===== config.mk =====
export PLATFORM = sky130hd
export DESIGN_NAME = slave_serial_rx
export DESIGN_NICKNAME = d
export VERILOG_FILES = /design/src/rtl/slave_rx_pkg.sv /design/src/rtl/serial_shift_par.sv /design/src/rtl/slave_serial_rx.sv
export SDC_FILE = /design/constraint.sdc
export NUM_CORES = 1
export LEC_CHECK = 0
export ABC_CLOCK_PERIOD_IN_PS = 8000
export CAP_MARGIN = 20
export CORE_MARGIN = 3
export CORE_UTILIZATION = 25
export DETAILED_ROUTE_END_ITERATION = 7
export DONT_BUFFER_PORTS = 1
export PLACE_DENSITY_LB_ADDON = 0.08
export SLEW_MARGIN = 20
export SYNTH_ARGS = -nofsm -noshare
export SYNTH_HDL_FRONTEND = slang
export SYNTH_SLANG_ARGS = --single-unit

===== constraint.sdc =====
create_clock -name clk -period 8 [get_ports clk]
set_input_delay 1.6 -clock clk [delete_from_list [all_inputs] [get_ports clk]]
set_output_delay 1.6 -clock clk [all_outputs]
set_load 0.05 [all_outputs]

===== src/rtl/slave_rx_pkg.sv =====
// ---------------------------------------------------------------------------
// slave_rx_pkg
//   Shared definitions for the serial slave receiver: receive-FSM state
//   encoding, default field widths and the odd-parity check used by every
//   serial field.
// ---------------------------------------------------------------------------
package slave_rx_pkg;

   localparam int unsigned SRX_ADDR_WIDTH = 12;
   localparam int unsigned SRX_DATA_WIDTH = 8;
   localparam int unsigned SRX_BURST_W    = 3;

   typedef enum logic [1:0] {
      ST_IDLE  = 2'd0,
      ST_FIRST = 2'd1,
      ST_BURST = 2'd2
   } srx_state_e;

   // A field plus its parity bit is good when the total count of ones is odd.
   // Callers zero-extend, which leaves the XOR reduction unchanged.
   function automatic logic odd_parity_ok(input logic [63:0] i_bits);
      return ^i_bits;
   endfunction

endpackage


===== src/rtl/serial_shift_par.sv =====
// ---------------------------------------------------------------------------
// serial_shift_par
//   LSB-first shift register for one serial field of WIDTH bits followed by
//   one odd-parity bit.
//   Ports:
//     clk, reset  : clock, synchronous active-high reset (clears the register)
//     i_en        : shift i_bit in this cycle
//     i_bit       : serial input bit
//     o_word      : received field, including the bit shifted this cycle
//     o_par_ok    : field plus parity has odd weight
// ---------------------------------------------------------------------------
module serial_shift_par
   import slave_rx_pkg::*;
#(
   parameter int unsigned WIDTH = 8
) (
   input  logic             clk,
   input  logic             reset,
   input  logic             i_en,
   input  logic             i_bit,
   output logic [WIDTH-1:0] o_word,
   output logic             o_par_ok
);

   logic [WIDTH:0] r_shift;
   logic [WIDTH:0] w_shift_nxt;
   logic [WIDTH:0] w_view;

   // New bits enter at the top; after WIDTH+1 shifts the first bit sits at
   // bit 0 and the parity bit at bit WIDTH.
   assign w_shift_nxt = {i_bit, r_shift[WIDTH:1]};

   // While shifting, the word ends on the bit arriving now, so look through
   // to the next value; once shifting stops the register already holds it.
   assign w_view   = i_en ? w_shift_nxt : r_shift;
   assign o_word   = w_view[WIDTH-1:0];
   assign o_par_ok = odd_parity_ok(64'(w_view));

   always_ff @(posedge clk) begin
      if (reset) begin
         r_shift <= '0;
      end else if (i_en) begin
         r_shift <= w_shift_nxt;
      end
   end

endmodule


===== src/rtl/slave_serial_rx.sv =====
// ---------------------------------------------------------------------------
// slave_serial_rx
//   Serial slave receiver. A frame carries an address and first data word in
//   parallel on rx_address / rx_data (LSB first, each followed by an odd
//   parity bit), then for write bursts further data words on rx_data only.
//   Ports:
//     clk, reset          : clock, synchronous active-high reset
//     master_valid        : frame qualifier, high for the whole frame
//     rx_address, rx_data : serial address / data bits
//     read_en, write_en   : request type, sampled on the start cycle
//     burst_len           : write words minus one, sampled on the start cycle
//     mem_busy            : downstream busy, blocks new frames
//     slave_ready         : idle and able to accept a frame
//     rx_done / rx_error  : one-cycle pulse per good word / bad word or abort
//     address, data       : received word, updated only with rx_done
//     is_write            : frame type of the last good word
// ---------------------------------------------------------------------------
module slave_serial_rx
   import slave_rx_pkg::*;
#(
   parameter int unsigned ADDR_WIDTH = SRX_ADDR_WIDTH,
   parameter int unsigned DATA_WIDTH = SRX_DATA_WIDTH,
   parameter int unsigned BURST_W    = SRX_BURST_W
) (
   input  logic                  clk,
   input  logic                  reset,
   input  logic                  master_valid,
   input  logic                  rx_address,
   input  logic                  rx_data,
   input  logic                  read_en,
   input  logic                  write_en,
   input  logic [BURST_W-1:0]    burst_len,
   input  logic                  mem_busy,
   output logic                  slave_ready,
   output logic                  rx_done,
   output logic                  rx_error,
   output logic [ADDR_WIDTH-1:0] address,
   output logic [DATA_WIDTH-1:0] data,
   output logic                  is_write
);

   localparam int unsigned L0    = ((ADDR_WIDTH > DATA_WIDTH) ? ADDR_WIDTH : DATA_WIDTH) + 1;
   localparam int unsigned CNT_W = $clog2(L0 + 1);

   srx_state_e            r_state;
   logic [CNT_W-1:0]      r_cnt;
   logic [BURST_W-1:0]    r_words;
   logic [ADDR_WIDTH-1:0] r_next_addr;
   logic                  r_wr_frame;
   logic                  r_ready_ok;

   logic                  w_start;
   logic                  w_addr_en;
   logic                  w_data_en;
   logic [ADDR_WIDTH-1:0] w_addr_word;
   logic [DATA_WIDTH-1:0] w_data_word;
   logic                  w_addr_ok;
   logic                  w_data_ok;
   logic                  w_first_last;
   logic                  w_burst_last;
   logic                  w_first_ok;
   logic                  w_unused_read_en;

   // A frame is a read whenever write_en is low, so read_en adds nothing.
   assign w_unused_read_en = read_en;

   // r_ready_ok is low only in the cycle right after reset and while a frame
   // is in progress; mem_busy gates it combinationally.
   assign slave_ready = r_ready_ok & ~mem_busy;
   assign w_start     = (r_state == ST_IDLE) & master_valid & slave_ready;

   // Bit 0 of both lines arrives on the start cycle (still IDLE).
   assign w_addr_en = w_start | ((r_state == ST_FIRST) && (r_cnt <= CNT_W'(ADDR_WIDTH)));
   assign w_data_en = w_start | ((r_state == ST_FIRST) && (r_cnt <= CNT_W'(DATA_WIDTH)))
                    | (r_state == ST_BURST);

   assign w_first_last = (r_state == ST_FIRST) && (r_cnt == CNT_W'(L0 - 1));
   assign w_burst_last = (r_state == ST_BURST) && (r_cnt == CNT_W'(DATA_WIDTH));
   assign w_first_ok   = w_addr_ok & (~r_wr_frame | w_data_ok);

   serial_shift_par #(.WIDTH(ADDR_WIDTH)) u_addr_sh (
      .clk      (clk),
      .reset    (reset),
      .i_en     (w_addr_en),
      .i_bit    (rx_address),
      .o_word   (w_addr_word),
      .o_par_ok (w_addr_ok)
   );

   serial_shift_par #(.WIDTH(DATA_WIDTH)) u_data_sh (
      .clk      (clk),
      .reset    (reset),
      .i_en     (w_data_en),
      .i_bit    (rx_data),
      .o_word   (w_data_word),
      .o_par_ok (w_data_ok)
   );

   always_ff @(posedge clk) begin
      if (reset) begin
         r_state     <= ST_IDLE;
         r_cnt       <= '0;
         r_words     <= '0;
         r_next_addr <= '0;
         r_wr_frame  <= 1'b0;
         r_ready_ok  <= 1'b0;
         rx_done     <= 1'b0;
         rx_error    <= 1'b0;
         address     <= '0;
         data        <= '0;
         is_write    <= 1'b0;
      end else begin
         rx_done  <= 1'b0;
         rx_error <= 1'b0;
         case (r_state)
            ST_IDLE: begin
               if (w_start) begin
                  r_state    <= ST_FIRST;
                  r_cnt      <= CNT_W'(1);
                  r_wr_frame <= write_en;
                  r_words    <= write_en ? burst_len : '0;
                  r_ready_ok <= 1'b0;
               end else begin
                  r_ready_ok <= 1'b1;
               end
            end
            ST_FIRST: begin
               if (!master_valid) begin
                  rx_error   <= 1'b1;
                  r_state    <= ST_IDLE;
                  r_cnt      <= '0;
                  r_words    <= '0;
                  r_ready_ok <= 1'b1;
               end else if (w_first_last) begin
                  if (w_first_ok) begin
                     rx_done  <= 1'b1;
                     address  <= w_addr_word;
                     is_write <= r_wr_frame;
                     if (r_wr_frame) begin
                        data <= w_data_word;
                     end
                  end else begin
                     rx_error <= 1'b1;
                  end
                  // Burst addresses follow the received base even if this
                  // word failed parity.
                  r_next_addr <= w_addr_word + ADDR_WIDTH'(1);
                  r_cnt       <= '0;
                  if (r_words != '0) begin
                     r_state <= ST_BURST;
                  end else begin
                     r_state    <= ST_IDLE;
                     r_ready_ok <= 1'b1;
                  end
               end else begin
                  r_cnt <= r_cnt + CNT_W'(1);
               end
            end
            ST_BURST: begin
               if (!master_valid) begin
                  rx_error   <= 1'b1;
                  r_state    <= ST_IDLE;
                  r_cnt      <= '0;
                  r_words    <= '0;
                  r_ready_ok <= 1'b1;
               end else if (w_burst_last) begin
                  if (w_data_ok) begin
                     rx_done  <= 1'b1;
                     address  <= r_next_addr;
                     data     <= w_data_word;
                     is_write <= 1'b1;
                  end else begin
                     rx_error <= 1'b1;
                  end
                  r_next_addr <= r_next_addr + ADDR_WIDTH'(1);
                  r_words     <= r_words - BURST_W'(1);
                  r_cnt       <= '0;
                  if (r_words == BURST_W'(1)) begin
                     r_state    <= ST_IDLE;
                     r_ready_ok <= 1'b1;
                  end
               end else begin
                  r_cnt <= r_cnt + CNT_W'(1);
               end
            end
            default: begin
               r_state <= ST_IDLE;
            end
         endcase
      end
   end

endmodule


==> results of run 1 <==
kinds of logic (layout without fill, tap and decap cells):
group                      count (synthesis)  in the layout  share of synthesized area (%)
and+or+nand+nor                          179            179                           22.0
adders and majority gates                 11             11                           3.48
buffers and inverters                     52             43                           5.48
DFF                                       68             68                           34.5
xor gates and xnor gates                  32             32                           7.82
AOI/OAI and AO/OA                         98             98                           18.4
muxes                                     27             27                           8.42
flip-flops by register name, indices dropped and copies added (netlist names):
| signal | flops |
|---|---|
| address | 12 |
| r_state | 2 |
| r_words | 3 |
| rx_done | 1 |
| r_cnt | 4 |
| r_next_addr | 12 |
| u_data_sh.r_shift | 9 |
| r_ready_ok | 1 |
| r_wr_frame | 1 |
| is_write | 1 |
| rx_error | 1 |
| u_addr_sh.r_shift | 13 |
| data | 8 |
power groups by stage:
stage / logic [W] / registers [W] / clock network [W]
3_3_place_gp: 0.000163 / 0.000364 / 0
4_1_cts: 0.000164 / 0.000357 / 0.000415
2_1_floorplan: 0.000134 / 0.000361 / 0
5_1_grt: 0.000183 / 0.000358 / 0.000426
3_5_place_dp: 0.000163 / 0.000365 / 0
6_report: 0.000162 / 0.000357 / 0.000398
cell type report:
type                            count  share of cell area (%)
Clock buffer                        9                    5.10
Timing Repair Buffer                5                   0.849
Sequential cell                    68                    30.8
Inverter                           23                    1.95
Tap cell                          211                    5.97
Multi-Input combinational cell    347                    53.8
Clock inverter                      6                    1.50
worst paths after layout:
check | slack (ns) | cells past startpoint | endpoint
setup / recovery | 3.53 | 7 | address[2]
hold / removal | 0.47 | 2 | r_next_addr[10]
setup reg to reg | 4.09 | 9 | address[2]
hold reg to reg | 0.47 | 2 | r_next_addr[10]
tightest hold or removal path: cells and delay by family, from the launching register on:
kind	cells	cell delay (ns)
compound gates	1	0.06
flops	1	0.33
simple gates	1	0.05
through the flow:
step           area [um2]  total power [W]  utilization [%]
2_1_floorplan        3950         0.000495                -
3_3_place_gp         4130         0.000527             27.0
3_5_place_dp         4130         0.000528             27.0
4_1_cts              4420         0.000936             28.9
5_1_grt              4420         0.000967             28.9
6_report             4420         0.000917             28.9
placed cells by master, fill, tap and decap left out, types with 5 or more instances in the layout:
| cell type | n |
|---|---|
| a211oi_1 | 14 |
| inv_1 | 22 |
| o21ai_0 | 11 |
| nor2_1 | 53 |
| mux2_4 | 10 |
| a221oi_1 | 5 |
| clkbuf_16 | 9 |
| xnor2_1 | 25 |
| a21oi_1 | 36 |
| mux2_2 | 8 |
| nor3_1 | 9 |
| nand2_1 | 47 |
| a2111oi_0 | 8 |
| buf_4 | 5 |
| mux2i_1 | 7 |
| nor2b_1 | 26 |
| ha_1 | 11 |
| nand3_1 | 16 |
| dfxtp_1 | 68 |
layer usage:
layer,global-route usage [%],wire (um),vias up
li1,-,-,1604
met1,15.4,4740,1470
met2,18.9,4650,29
met3,2.22,231,11
met4,5.43,161,0
met5,0,0,-
==> flow_metrics.env, run 1 <==
export IMPL_num_antenna_cells=0
export IMPL_io_pins=35
export IMPL_combPwrFrac_pct=17.6
export IMPL_multiInputGateArea_mm2=0.00238
export IMPL_p_leak_nw=1.56
export IMPL_fin_setup_tns_ns=0
export IMPL_path_cells="and4b_1, a21o_1, a21o_2, xnor2_2, a31oi_4, o211ai_2, mux2_2"
export IMPL_worstHoldPathType="flip-flop to flip-flop"
export IMPL_critPathMaxFanout=21
export IMPL_rsz0062_at_grt="no"
export IMPL_fp_dieArea_mm2=0.0174
export IMPL_yosysWarnings=0
export IMPL_finalHoldViolCount=0
export IMPL_max_stage_delay_ns=0.75
export IMPL_critPathKind="primary input to flip-flop"
export IMPL_switchingPower_w=0.000276
export IMPL_grt_ovfl_total=0
export IMPL_wire_per_inst_um=14.6
export IMPL_worst_pin_slew_ns=1.00
export IMPL_place_detailed_hpwl_um=6630
export IMPL_outcome="finished clean"
export IMPL_clkLatencyLatePin_ns=0.34
export IMPL_postCtsSetupRepairBufs=0
export IMPL_antenna_found_initial=0
export IMPL_timing_fmax_ghz=0.224
export IMPL_synthTopCellsByCount="68 x dfxtp_1, 53 x nor2_1, 47 x nand2_1"
export IMPL_startpoint="mem_busy"
export IMPL_synth_area_leaders="dfxtp_1 34%, xnor2_1 5.5%, nor2_1 5.0%"
export IMPL_via_per_inst=4.65
export IMPL_startpoint_type="primary input"
export IMPL_clkSlewWorstSetupHoldPaths_ns=0.06
export IMPL_fillers=1674
export IMPL_drc=0
export IMPL_fp_row_count=45
export IMPL_die_x_um=132
export IMPL_ys_seq_elements=68
export IMPL_pwr_share_seq_pct=38.9
export IMPL_drt_total_wl_um=9780
export IMPL_slew_headroom_pct=33.0
export IMPL_cp_slowest_cell="o211ai_2"
export IMPL_drive_gt1_share_pct=11.6
export IMPL_place_inst=654
export IMPL_cts_root_buf="clkbuf_16"
export IMPL_min_period_over_period_pct=55.8
export IMPL_cts_buffers=9
export IMPL_cp_required_ns=8.23
export IMPL_fin_crit_ns=4.47
export IMPL_hold_ws_ns=0.473
export IMPL_r2r_start="r_state[0]"
export IMPL_clock_sinks=68
export IMPL_final_nets=476
export IMPL_port_buffers=0
export IMPL_syn_avg_cell_area_um2=8.46
export IMPL_drt_iter0_drc=146
export IMPL_hold_path_startpoint="r_next_addr[10]"
export IMPL_yosys_area_top_type="dfxtp_1"
export IMPL_track_usage_pct=11.8
export IMPL_hold_buffers=0
export IMPL_setup_worst_path_end_class="flip-flop"
export IMPL_max_cap_viol_count=0
export IMPL_grt_pass1_vias=3159
export IMPL_synth_edf_count=0
export IMPL_syn_area_mm2=0.00395
export IMPL_cp_top_family="compound AO/OA/AOI/OAI gates"
export IMPL_initial_core_util_pct=25.8
export IMPL_ctsResizeCount=0
export IMPL_grt_pass1_wl_um=16600
export IMPL_core_area_mm2=0.0153
export IMPL_grt_max_degree=81
export IMPL_syn_num_nets=489
export IMPL_yosysSeqAreaShare_pct=34.5
export IMPL_power_density_mw_per_mm2=208
export IMPL_p_int_w=0.000641
export IMPL_ys_types=56
export IMPL_setup_viol=0
export IMPL_clock_power_share_pct=43.4
export IMPL_gp_congestion=0.715
export IMPL_seqCellArea_mm2=0.00136
export IMPL_async_reset_ff_share_pct=0
export IMPL_netlist_instances=467
export IMPL_syn_to_final_growth_pct=11.8
export IMPL_drv_slew=0
export IMPL_path_buf_inv=0
export IMPL_htree_levels=3
export IMPL_synthFlopType="dfxtp_1"
export IMPL_die_h_um=132
export IMPL_final_cells=669
export IMPL_cts_tree="yes"
export IMPL_p_sw_share_pct=30.1
export IMPL_skew_ns=0.00585
export IMPL_arrival_ns=4.70
export IMPL_drtAntennaViolNets=0
export IMPL_yosysMostFrequentCell="dfxtp_1"
export IMPL_ir_drop_mv=0.118
export IMPL_vias=3114
export IMPL_cts_buffer_depth=2
export IMPL_dr_pass1_iters=4
export IMPL_dp_slack_ns=3.09
export IMPL_synth_top_area_share_pct=34.5
export IMPL_setup_ws_ns=3.53
Note: power is estimated with default switching activity, not from simulation.
==> run 2: changes to the inputs <==
--- a/config.mk
+++ b/config.mk
@@ -5,7 +5,7 @@
 export SDC_FILE = /design/constraint.sdc
 export NUM_CORES = 1
 export LEC_CHECK = 0
-export ABC_CLOCK_PERIOD_IN_PS = 8000
+export ABC_CLOCK_PERIOD_IN_PS = 4480
 export CAP_MARGIN = 20
 export CORE_MARGIN = 3
 export CORE_UTILIZATION = 25
==> constraint.sdc (replaced) <==
create_clock -name clk -period 4.48 [get_ports clk]
set_input_delay 0.896 -clock clk [delete_from_list [all_inputs] [get_ports clk]]
set_output_delay 0.896 -clock clk [all_outputs]
set_load 0.05 [all_outputs]
==> run 2 against run 1 <==
  * Count of clock-buffer cells in the layout rose by 1
  * Sequential share of layout area down 0.34 points
  * Sequential power rose by 78%
  * Sequential cell count did not move
  * Clock skew up 0.0016 ns
  * Cell count grew 1.2%
  * Die area is the same
  * Via count increased by 1.1%
  * Highest routed layer unchanged
  * Power increased by 78%
  * Hold slack lost 0.0016 ns
  * Non-clock buffer count rose by 7
  * Utilization grew 0.32 points
==> flow_metrics.env, run 2 (synthesis results as in run 1) <==
export IMPL_final_common_cell="dfxtp_1"
export IMPL_num_antenna_cells=0
export IMPL_port_buffers=0
export IMPL_cts_buffer_depth=2
export IMPL_wire_per_inst_um=14.5
export IMPL_arrival_ns=3.38
export IMPL_drt_total_wl_um=9850
export IMPL_final_nets=483
export IMPL_skew_ns=0.00744
export IMPL_top_register="u_addr_sh.r_shift"
export IMPL_design_area_mm2=0.00447
export IMPL_fp_dieArea_mm2=0.0174
export IMPL_cts_buffers=9
export IMPL_clkLatencyLatePin_ns=0.34
export IMPL_cts_root_buf="clkbuf_16"
export IMPL_finalHoldViolCount=0
export IMPL_fin_setup_tns_ns=0
export IMPL_max_stage_delay_ns=0.62
export IMPL_clock_sinks=68
export IMPL_cp_slowest_cell="a221oi_1"
export IMPL_grt_pass1_vias=3110
export IMPL_die_x_um=132
export IMPL_outcome="finished clean"
export IMPL_place_detailed_hpwl_um=6810
export IMPL_grt_ovfl_total=0
export IMPL_drt_iter0_drc=175
export IMPL_drtAntennaViolNets=0
export IMPL_io_pins=35
export IMPL_dr_pass1_iters=6
export IMPL_place_area_mm2=0.00418
export IMPL_reg_largest_list="u_addr_sh.r_shift (13), address (12), r_next_addr (12)"
export IMPL_setup_viol=0
export IMPL_worstHoldPathType="flip-flop to flip-flop"
export IMPL_largest_reg_flops=13
export IMPL_htree_levels=3
export IMPL_ctsResizeCount=0
export IMPL_fp_row_count=45
export IMPL_core_area_mm2=0.0153
export IMPL_via_per_inst=4.65
export IMPL_max_cap_viol_count=0
export IMPL_setup_worst_path_end_class="flip-flop"
export IMPL_die_h_um=132
export IMPL_critPathKind="flip-flop to flip-flop"
export IMPL_initial_core_util_pct=25.8
export IMPL_path_buf_inv=4
export IMPL_syn_to_final_growth_pct=13.1
export IMPL_cp_required_ns=4.74
export IMPL_vias=3148
export IMPL_clkSlewWorstSetupHoldPaths_ns=0.06
export IMPL_hold_buffers=0
export IMPL_slew_headroom_pct=36.9
export IMPL_gp_congestion=0.722
export IMPL_timing_fmax_ghz=0.320
export IMPL_drc=0
export IMPL_track_usage_pct=11.7
export IMPL_p_leak_nw=1.59
export IMPL_drive_gt1_share_pct=13.1
export IMPL_drv_slew=0
export IMPL_cp_common_cell="inv_1"
export IMPL_critPathMaxFanout=12
export IMPL_grt_max_degree=81
export IMPL_path_cells="inv_1, ha_1, nand3b_1, buf_4, a21o_1, a221oi_1, inv_1, ha_1, inv_1, nor2_1, nand3_1, xnor2_1, a211oi_1"
export IMPL_cp_top_family="compound AO/OA/AOI/OAI gates"
export IMPL_postCtsSetupRepairBufs=0
export IMPL_fin_crit_ns=3.12
export IMPL_ir_drop_mv=0.179
export IMPL_power_density_mw_per_mm2=365
export IMPL_startpoint_type="flip-flop"
export IMPL_grt_pass1_wl_um=16400
export IMPL_power_w=0.00163
export IMPL_rsz0062_at_grt="no"
export IMPL_cts_tree="yes"
export IMPL_min_period_over_period_pct=69.7
export IMPL_final_cell_mix="68 x dfxtp_1, 53 x nor2_1, 47 x nand2_1"
export IMPL_worst_pin_slew_ns=0.947
export IMPL_antenna_found_initial=0
[run 2: cell types whose count changed in the layout (fill, tap and decap cells not counted)]
| cell | before | now |
|---|---|---|
| clkinv_4 | 1 | 2 |
| bufinv_16 | 1 | 0 |
| buf_4 | 5 | 12 |
| inv_6 | 0 | 1 |
| clkinv_2 | 1 | 0 |
| clkbuf_8 | 0 | 1 |
[run 2: layout make-up]
class | count | area (um2)
well taps | 211 | 264
clock buffers | 10 | 239
multi-input cells | 347 | 2380
flip-flops and latches | 68 | 1360
fillers | 1690 | 10800
clock inverters | 6 | 48.8
repair buffers | 12 | 90.1
inverters | 23 | 86.3
[run 2: per-stage QoR]
stage	cells	setup slack (ns)	hold slack [ns]	utilization (%)
3_3_place_gp	661	1.16	0.447	27.3
5_1_grt	677	1.10	0.504	29.2
4_1_cts	677	1.30	0.470	29.2
3_5_place_dp	661	1.18	0.454	27.3
6_report	677	1.36	0.472	29.2
2_1_floorplan	467	1.60	0.426	-
[run 2: power breakdown]
group	internal, W	switching, W
registers	0.000621	0.0000162
logic	0.000104	0.000193
clock network	0.000394	0.000301
[run 2: final timing paths]
kind / startpoint / to / slack, ns / cells past startpoint
worst min register to register: r_next_addr[10] / r_next_addr[10] / 0.47 / 2
worst max register to register: r_cnt[0] / r_next_addr[8] / 1.36 / 13
worst max-delay path: r_cnt[0] / r_next_addr[8] / 1.36 / 13
worst min-delay path: r_next_addr[10] / r_next_addr[10] / 0.47 / 2
[run 2: worst register-to-register path: cells and delay by family (launching register included)]
family | cells | cell delay, ns
AOI/OAI and AO/OA | 3 | 1.19
xor gates and xnor gates | 1 | 0.08
buffers and inverters | 4 | 0.53
adders and majority gates | 2 | 0.46
and+or+nand+nor | 3 | 0.43
DFF | 1 | 0.37
[run 2: routing by layer]
| layer | vias up | track usage, % | part of all wire (%) |
|---|---|---|---|
| met1 | 1500 | 14.9 | 49 |
| met4 | 0 | 4.20 | 1.4 |
| li1 | 1612 | - | - |
| met3 | 9 | 2.95 | 2.9 |
| met2 | 27 | 19.3 | 47 |
| met5 | - | 0 | 0 |
